===== src/rtl/softmax_scale_unit.sv =====
// Softmax normalisation stage: latch a reciprocal-of-sum scale per vector, then
// multiply, round and saturate each element. Optional SOFTMAX_SCALE_SUM_EN adds a per-vector output sum.
module softmax_scale_booth (
  input  logic signed [15:0] a,
  input  logic signed [15:0] b,
  output logic signed [31:0] p
);
  logic [16:0]        bx;
  logic [2:0]         grp;
  logic signed [31:0] pp;

  always_comb begin
    bx  = {b, 1'b0};
    p   = '0;
    grp = '0;
    pp  = '0;
    for (int i = 0; i < 8; i++) begin
      grp = bx[2*i +: 3];
      case (grp)
        3'b001, 3'b010: pp = {{16{a[15]}}, a};
        3'b011:         pp = {{15{a[15]}}, a, 1'b0};
        3'b100:         pp = -{{15{a[15]}}, a, 1'b0};
        3'b101, 3'b110: pp = -{{16{a[15]}}, a};
        default:        pp = '0;
      endcase
      p = p + (pp <<< (2*i));
    end
  end
endmodule

module softmax_scale_unit #(
  parameter int N       = 16,
  parameter int FRAC    = 15,
  parameter int VEC_LEN = 8,
  parameter int CNT_W   = 4
) (
  input  logic         clk,
  input  logic         rst,
  input  logic         scale_valid,
  output logic         scale_ready,
  input  logic [N-1:0] scale_in,
  input  logic         in_valid,
  output logic         in_ready,
  input  logic [N-1:0] in_data,
  input  logic         in_last,
  output logic         out_valid,
  input  logic         out_ready,
  output logic [N-1:0] out_data,
  output logic         out_last,
  output logic         busy
`ifdef SOFTMAX_SCALE_SUM_EN
  ,
  output logic [N+CNT_W-1:0] sum_out,
  output logic               sum_valid
`endif
);
  typedef enum logic [1:0] {IDLE, RUN, DRAIN} state_t;

  localparam logic signed [2*N:0] HALF = (2*N+1)'(1) <<< (FRAC-1);
  localparam logic signed [2*N:0] MAXV = (2*N+1)'(2**(N-1)-1);
  localparam logic signed [2*N:0] MINV = -(2*N+1)'(2**(N-1));

  state_t             state_q, state_d;
  logic [N-1:0]       scale_q;
  logic [CNT_W-1:0]   cnt_q;
  logic [N-1:0]       s1_data;
  logic               s1_valid, s1_last;
  logic               s1_adv, s2_adv, acc, last_tag, out_hs;
  logic signed [2*N-1:0] prod;
  logic signed [2*N:0]   rnd, shr;
  logic [N-1:0]       sat;

  assign s2_adv   = !out_valid || out_ready;
  assign s1_adv   = !s1_valid || s2_adv;
  assign in_ready = (state_q == RUN) && s1_adv;
  assign acc      = in_valid && in_ready;
  assign last_tag = in_last || (cnt_q == CNT_W'(VEC_LEN-1));
  assign out_hs   = out_valid && out_ready;
  assign scale_ready = (state_q == IDLE);
  assign busy        = (state_q != IDLE);

  always_comb begin
    state_d = state_q;
    case (state_q)
      IDLE:    if (scale_valid) state_d = RUN;
      RUN:     if (acc && last_tag) state_d = DRAIN;
      DRAIN:   if (out_hs && out_last) state_d = IDLE;
      default: state_d = IDLE;
    endcase
  end

  always_ff @(posedge clk or posedge rst) begin
    if (rst) begin
      state_q <= IDLE;
      scale_q <= '0;
      cnt_q   <= '0;
    end else begin
      state_q <= state_d;
      if (state_q == IDLE && scale_valid) scale_q <= scale_in;
      if (acc) cnt_q <= last_tag ? '0 : cnt_q + 1'b1;
    end
  end

  softmax_scale_booth u_booth (.a(s1_data), .b(scale_q), .p(prod));

  // Round half up, then clamp into the signed N-bit range.
  always_comb begin
    rnd = {prod[2*N-1], prod} + HALF;
    shr = rnd >>> FRAC;
    if (shr > MAXV)      sat = {1'b0, {(N-1){1'b1}}};
    else if (shr < MINV) sat = {1'b1, {(N-1){1'b0}}};
    else                 sat = shr[N-1:0];
  end

  always_ff @(posedge clk or posedge rst) begin
    if (rst) begin
      s1_valid  <= 1'b0;
      s1_data   <= '0;
      s1_last   <= 1'b0;
      out_valid <= 1'b0;
      out_data  <= '0;
      out_last  <= 1'b0;
    end else begin
      if (s1_adv) begin
        s1_valid <= acc;
        if (acc) begin
          s1_data <= in_data;
          s1_last <= last_tag;
        end
      end
      if (s2_adv) begin
        out_valid <= s1_valid;
        if (s1_valid) begin
          out_data <= sat;
          out_last <= s1_last;
        end
      end
    end
  end

`ifdef SOFTMAX_SCALE_SUM_EN
  always_ff @(posedge clk or posedge rst) begin
    if (rst) begin
      sum_out   <= '0;
      sum_valid <= 1'b0;
    end else begin
      sum_valid <= out_hs && out_last;
      if (sum_valid)   sum_out <= '0;
      else if (out_hs) sum_out <= sum_out + {{CNT_W{out_data[N-1]}}, out_data};
    end
  end
`endif
endmodule

===== config.mk =====
export PLATFORM = sky130hd
export DESIGN_NAME = softmax_scale_unit
export DESIGN_NICKNAME = d
export VERILOG_FILES = /design/src/rtl/softmax_scale_unit.sv
export SDC_FILE = /design/constraint.sdc
export NUM_CORES = 1
export LEC_CHECK = 0
export CAP_MARGIN = 30
export CORE_MARGIN = 2
export CORE_UTILIZATION = 46
export DETAILED_ROUTE_END_ITERATION = 7
export HOLD_SLACK_MARGIN = 0.1
export PLACE_DENSITY_LB_ADDON = 0.08
export SETUP_SLACK_MARGIN = 0.05
export SLEW_MARGIN = 10
export SYNTH_ARGS = -nofsm -noshare
export SYNTH_HDL_FRONTEND = slang
export SYNTH_HIERARCHICAL = 1
export SYNTH_SLANG_ARGS = --single-unit

===== constraint.sdc =====
create_clock -name clk -period 11.3 [get_ports clk]
set_input_delay 1.695 -clock clk [delete_from_list [all_inputs] [get_ports clk]]
set_output_delay 1.695 -clock clk [all_outputs]
set_load 0.05 [all_outputs]

==> run_results.csv, run 1 <==
group,metric,value,unit
setup_path,ff2ff_setup_slack,1.21,ns
routing,drtIter0Drc,1925,
synth,synth_fp_nets,1938,
grt,grt_pass1_wl,75300,microns
grt,antenna_found_initial,0,
clock_network,ctsResizeCount,0,
routing,routed_wl,49100,microns
final_layout,postLayoutCoreUtil,0.510,
clock_network,postCtsSetupBuffers,0,
setup_path,cp-endpoint,"out_data[1]",
setup_path,startpoint_type,"register",
setup_path,worstSetupEndpointType,"register",
sta,fin_skew,0.0240,ns
sta,fmax,99.1,MHz
sta,period_share,0.893,
grt,grt_usage,0.340,
setup_path,crit_top_cell,"a21oi_1",
hold_path,min_path_type,"register to register",
setup_path,r2r_end,"out_data[1]",
sta,finalHoldViolations,0,
clock_network,clk_pin_slew,0.06,ns
grt,first_global_vias,12500,
routing,wl_per_cell,23.7,microns
sta,setup_viol,0,
synth,syn_area_per_cell,7.60,sq um
floorplan,num_rows,61,
final_layout,areaGrowthSynthToFinish,8.76,%
clock_network,holdBufCountCts,0,
sta,slew_headroom,0.246,
setup_path,cp.arrival,10.26,ns
clock_network,cts.sinks,58,
floorplan,dieArea,0.0298,sq mm
synth,netlist_area,0.0131,sq mm
setup_path,slowest_stage,"a221oi_2",
setup_path,worstPathMaxFanout,16,
routing,firstDrtPassIters,6,
run_status,outcome,"completed",
placed_design,hpwl,36500,microns
sta,worst_pin_slew,1.13,ns
sta,tns,0,ns
clock_network,h-tree-depth,3,
final_layout,fin_cells,2075,
clock_network,tritoncts,"built",
placed_design,placed_cells,2058,
synth,syn_inst,1718,
routing,ant_nets,0,
clock_network,cts-root-buf,"clkbuf_16",
clock_network,cts_made_buffers,9,
floorplan,start_util,0.469,
sta,drv_slew,0,
placed_design,place_ws,1.53,ns
placed_design,io_buffers,58,
routing,vias,13300,
clock_network,clock_path_buffers,2,
clock_network,clock_latency,0.36,ns
floorplan,die_w,172,microns
floorplan,die_h,172,microns
routing,drc_errors,0,
floorplan,core_area,0.0279,sq mm
sta,rsz0062_at_grt,"no",
placed_design,gp_congestion,1.00,
final_layout,antennaDiodeCount,0,
grt,grt_max_degree,59,
floorplan,io_pins,59,
setup_path,rr_worst_depth,30,
sta,min_period,10.09,ns
sta,setup_ws,1.21,ns
synth,yosys_warnings,6,
setup_path,crit_type,"register to register",
final_layout,nets,1912,
job,drv_cap,0,
final_layout,drive_gt1_frac,0.0813,
setup_path,crit_path_start,"s1_data[0]",
setup_path,rr_startpoint,"s1_data[0]",
routing,vias_per_cell,6.41,
setup_path,cpPeakStageDelay,0.93,ns
setup_path,worstPathRequired,11.47,ns
grt,grt-ovfl-total,0,
[metal layers]
metal / global-route usage / up-vias / wire, microns
li1: - / 5898 / -
met1: 0.466 / 6288 / 20400
met2: 0.500 / 904 / 20500
met3: 0.0652 / 201 / 5070
met4: 0.192 / 0 / 3210
met5: 0 / - / 0
[worst max-delay path: cells and delay by family, from the launching register on]
| kind | cells | cell delay, ns |
|---|---|---|
| buf+inv | 3 | 0.41 |
| xor+xnor | 2 | 0.69 |
| compound gates | 11 | 2.92 |
| fa+ha+maj | 6 | 3.05 |
| flops | 1 | 0.52 |
| simple gates | 8 | 2.28 |
[worst min-delay path by stage]
stage	cells after the start	to	from	slack [ns]
floorplan	2	out_last	s1_last	0.44
global placement	2	out_data[15]	out_data[15]	0.46
detailed placement	2	out_data[15]	out_data[15]	0.46
CTS	2	out_data[15]	out_data[15]	0.48
global route	1	cnt_q[3]	cnt_q[3]	0.52
finish	2	out_data[15]	out_data[15]	0.48
[layout by cell type (no fill, tap or decap), types with 5 or more instances in the layout]
cell and count:
nor3_1 14, o21bai_1 8, nand3_1 25, or2_2 7, a31oi_1 16, nor2b_1 10
a21oi_1 167, o21ai_0 121, a211oi_1 11, nand4_1 9, mux2i_1 24, inv_1 181
o21a_1 8, nand2b_1 9, nand2_1 188, o211ai_1 5, fa_1 131, clkinv_1 5
a22oi_1 29, ha_1 51, a221o_1 15, buf_4 55, o22ai_1 22, nor2_1 139
xor2_1 25, clkbuf_16 9, and3_1 6, clkdlybuf4s50_1 58, a2bb2oi_1 5, a221oi_1 61
xnor2_1 58, dfrtp_1 54, a21o_1 28, o22a_1 8, nor4_1 6, o221ai_1 7
and2_1 18, mux2_2 28
[stage by stage]
step	instance area, sq um	hold WS, ns
after global routing	14200	0.515
after CTS	14200	0.482
after floorplan	13100	0.438
after global placement	13900	0.457
after detailed placement	13900	0.463
final	14200	0.475
[cell type report]
type / instances / area, sq um
sequential: 58 / 1460
timing repair buffer: 113 / 993
multi-input combinational: 1322 / 10300
inverter: 188 / 706
clock inverter: 6 / 42.5
fill: 2707 / 13700
clock buffer: 10 / 239
tap: 378 / 473
[registers in the layout (all words and copies together), names as in the netlist]
name and flops:
out_data 16, out_valid 1, s1_last 1, cnt_q 4, out_last 1, s1_valid 1, s1_data 16, state_q 2
scale_q 16
Power of run 1 is left out: the tool's default activity adds up to more than one toggle a clock period on the data nets, which glitch-free logic cannot reach.
==> run 2, diff against run 1 <==
- REMOVE_ABC_BUFFERS: not set -> 1
==> run_results.csv, run 2 (same netlist as run 1, synthesis figures left out) <==
group,metric,value,unit
run_status,outcome,"completed",
setup_path,slowest_stage,"a221oi_2",
final_layout,drive_gt1_frac,0.0824,
final_layout,areaGrowthSynthToFinish,8.92,%
final_layout,multi_input_area,0.0103,sq mm
grt,grt_max_degree,59,
setup_path,worstSetupEndpointType,"register",
setup_path,crit_top_cell,"fa_1",
routing,wl_per_cell,23.3,microns
job,drv_cap,0,
sta,slew_headroom,0.237,
floorplan,core_area,0.0279,sq mm
sta,min_period,9.94,ns
sta,worst_pin_slew,1.14,ns
clock_network,cts.sinks,58,
final_layout,final_common_cell,"nand2_1",
grt,antenna_found_initial,0,
routing,drc_errors,0,
clock_network,cts-root-buf,"clkbuf_16",
clock_network,cts_made_buffers,9,
floorplan,dieArea,0.0298,sq mm
setup_path,cpPeakStageDelay,0.96,ns
setup_path,ff2ff_setup_slack,1.36,ns
setup_path,rr_startpoint,"s1_data[0]",
clock_network,postCtsSetupBuffers,0,
final_layout,n_fill_cell,2834,
setup_path,r2r_end,"out_data[13]",
sta,fin_skew,0.0182,ns
hold_path,min_path_type,"register to register",
setup_path,startpoint_type,"register",
floorplan,io_pins,59,
setup_path,worstPathRequired,11.47,ns
setup_path,crit_type,"register to register",
clock_network,clock_latency,0.36,ns
setup_path,cp-endpoint,"out_data[13]",
setup_path,crit_family,"compound AO/OA/AOI/OAI gates",
routing,routed_wl,48400,microns
sta,drv_slew,0,
clock_network,ctsResizeCount,0,
setup_path,crit_path_start,"s1_data[0]",
floorplan,num_rows,61,
final_layout,top_regs,"out_data x16, s1_data x16, scale_q x16",
setup_path,cp.depth,28,
sta,rsz0062_at_grt,"no",
final_layout,seq_area,0.00146,sq mm
clock_network,tritoncts,"built",
routing,drtIter0Drc,1900,
placed_design,io_buffers,58,
sta,tns,0,ns
final_layout,layout_common_cells,"nand2_1 (188), inv_1 (181), a21oi_1 (167)",
placed_design,gp_congestion,0.980,
grt,first_global_vias,12500,
clock_network,clk_pin_slew,0.06,ns
sta,finalHoldViolations,0,
routing,ant_nets,0,
floorplan,die_w,172,microns
placed_design,hpwl,36100,microns
routing,vias,13200,
sta,period_share,0.880,
setup_path,cp_num_buf_inv,4,
floorplan,die_h,172,microns
setup_path,cp.arrival,10.11,ns
clock_network,clock_path_buffers,2,
setup_path,rr_worst_depth,28,
sta,setup_viol,0,
floorplan,start_util,0.469,
final_layout,nets,1914,
sta,fmax,101,MHz
grt,grt_usage,0.336,
final_layout,antennaDiodeCount,0,
routing,vias_per_cell,6.34,
grt,grt_pass1_wl,74700,microns
clock_network,h-tree-depth,3,
clock_network,holdBufCountCts,0,
grt,grt-ovfl-total,0,
routing,firstDrtPassIters,6,
setup_path,worstPathMaxFanout,19,
## run 2: cell types whose count changed in the layout (fill, tap and decap cells not counted), sizes merged
cell	delta
buf	+2
clkinv	-1
clkbuf	-1
inv	+1
bufinv	+1
## run 2: area by class of cell
cell class              instances  area share
multi-input cells            1322       0.723
repair buffers                115      0.0709
clock buffers                   9      0.0158
well taps                     378      0.0332
clock inverters                 7     0.00484
flip-flops and latches         58       0.102
inverters                     188      0.0496
## run 2: through the flow
step,setup slack [ns],util,area (sq um),std cells,hold WS [ns]
2_1_floorplan,2.68,-,12400,1568,0.439
3_3_place_gp,1.78,0.500,13900,2059,0.461
3_5_place_dp,1.62,0.500,13900,2061,0.464
4_1_cts,1.59,0.511,14200,2077,0.479
5_1_grt,0.873,0.511,14200,2077,0.503
6_report,1.36,0.511,14200,2077,0.473
## run 2: worst min-delay path by stage
stage,from,to,slack [ns],cells past startpoint
final,out_data[15],out_data[15],0.47,2
after global routing,s1_last,out_last,0.50,2
after CTS,out_data[15],out_data[15],0.48,2
after detailed placement,out_data[15],out_data[15],0.46,2
after global placement,s1_last,out_last,0.46,2
after floorplan,s1_last,out_last,0.44,2
## run 2: tightest hold or removal path, delay by kind of cell, from the launching register on
family / cells / cell delay (ns)
and+or+nand+nor: 2 / 0.10
DFF: 1 / 0.34
## run 2: per-layer routing
layer,share of wire,global-route usage,vias to the layer above
li1,-,-,5880
met2,0.43,0.505,779
met1,0.41,0.452,6336
met4,0.056,0.167,0
met3,0.11,0.0787,170
met5,0,0,-
Power of run 2 is left out for the same reason.
==> run 3, diff against run 2 <==
- PLACE_DENSITY: not set -> 0.7
- PLACE_DENSITY_LB_ADDON: 0.08 -> not set
- SKIP_LAST_GASP: not set -> 1
==> run_results.csv, run 3 (same netlist as run 1, synthesis figures left out) <==
group,metric,value,unit
final_layout,seq_area,0.00146,sq mm
floorplan,io_pins,59,
routing,drtIter0Drc,1997,
routing,wl_per_cell,23.0,microns
final_layout,top_regs,"out_data x16, s1_data x16, scale_q x16",
floorplan,die_h,172,microns
placed_design,io_buffers,58,
final_layout,nets,1902,
final_layout,areaGrowthSynthToFinish,8.16,%
placed_design,gp_congestion,1.04,
grt,grt_pass1_wl,73600,microns
setup_path,startpoint_type,"register",
setup_path,worstPathRequired,11.48,ns
grt,grtUsageMet1,0.435,
setup_path,cp_num_buf_inv,4,
clock_network,clock_path_buffers,2,
clock_network,cts_made_buffers,9,
floorplan,die_w,172,microns
setup_path,worstPathMaxFanout,15,
final_layout,drive_gt1_frac,0.0753,
sta,period_share,0.889,
sta,worst_pin_slew,1.09,ns
sta,setup_viol,0,
grt,grt-ovfl-total,0,
clock_network,h-tree-depth,3,
routing,routed_wl,47500,microns
clock_network,ctsResizeCount,0,
grt,grt_max_degree,66,
floorplan,core_area,0.0279,sq mm
setup_path,crit_type,"register to register",
clock_network,clk_pin_slew,0.05,ns
setup_path,crit_family,"compound AO/OA/AOI/OAI gates",
routing,vias,13200,
final_layout,n_fill_cell,2740,
clock_network,cts-root-buf,"clkbuf_16",
sta,min_period,10.05,ns
setup_path,cpPeakStageDelay,0.90,ns
floorplan,dieArea,0.0298,sq mm
floorplan,start_util,0.469,
final_layout,multi_input_area,0.0103,sq mm
run_status,outcome,"completed",
clock_network,holdBufCountCts,0,
floorplan,num_rows,61,
setup_path,worstSetupEndpointType,"register",
final_layout,antennaDiodeCount,0,
clock_network,clock_latency,0.36,ns
setup_path,cp.arrival,10.22,ns
routing,vias_per_cell,6.40,
hold_path,min_path_type,"register to register",
final_layout,final_common_cell,"nand2_1",
routing,drc_errors,0,
setup_path,ff2ff_setup_slack,1.25,ns
grt,met2_usage,0.497,
final_layout,layout_common_cells,"nand2_1 (188), inv_1 (181), a21oi_1 (167)",
grt,top_usage_layer,"met2",
sta,slew_headroom,0.276,
sta,tns,0,ns
sta,fin_skew,0.0128,ns
grt,met3_usage,0.0767,
placed_design,hpwl,35100,microns
sta,drv_slew,0,
clock_network,cts.sinks,58,
sta,rsz0062_at_grt,"no",
grt,grt_usage,0.329,
routing,ant_nets,0,
grt,first_global_vias,12600,
job,drv_cap,0,
clock_network,tritoncts,"built",
sta,fmax,99.5,MHz
sta,finalHoldViolations,0,
grt,antenna_found_initial,0,
clock_network,postCtsSetupBuffers,0,
routing,firstDrtPassIters,7,
setup_path,slowest_stage,"a221oi_2",
run 3: worst paths after layout:
| kind | startpoint | endpoint | cells after the start |
|---|---|---|---|
| min | out_data[15] | out_data[15] | 2 |
| max reg2reg | s1_data[0] | out_data[14] | 31 |
| min in group asynchronous | rst | scale_q[10] | 3 |
| max in group asynchronous | rst | scale_q[11] | 3 |
| max | s1_data[0] | out_data[14] | 31 |
| min reg2reg | out_data[15] | out_data[15] | 2 |
run 3: stage by stage:
stage                     instance area (sq um)  worst slack (ns)  utilization  hold slack (ns)  instances
final                                     14100              1.25        0.507            0.473       2064
after global routing                      14100             0.710        0.507            0.513       2064
after CTS                                 14100              1.48        0.507            0.480       2064
after detailed placement                  13900              1.54        0.498            0.469       2049
after global placement                    13800              1.73        0.497            0.452       2048
after floorplan                           12400              2.68            -            0.439       1568
run 3: area by class of cell:
| cell class | instances | area share |
|---|---|---|
| timing repair buffer | 103 | 0.0650 |
| multi-input combinational | 1322 | 0.730 |
| sequential | 58 | 0.103 |
| clock buffer | 12 | 0.0174 |
| tap | 378 | 0.0335 |
| clock inverter | 3 | 0.00124 |
| inverter | 188 | 0.0500 |
run 3: routing by layer:
layer  wire length (microns)  vias up  share of wire
met4                    2880        0          0.061
li1                        -     5865              -
met3                    5310      184           0.11
met1                   18800     6323           0.40
met5                       0        -              0
met2                   20500      845           0.43
run 3: worst register-to-register path, delay by kind of cell, from the launching register on:
| kind | cells | cell delay, ns |
|---|---|---|
| DFF | 1 | 0.60 |
| buffers and inverters | 4 | 0.62 |
| AOI/OAI and AO/OA | 10 | 2.80 |
| adders and majority gates | 6 | 2.62 |
| xor gates and xnor gates | 2 | 1.01 |
| and+or+nand+nor | 9 | 2.20 |
Power of run 3 is left out for the same reason.
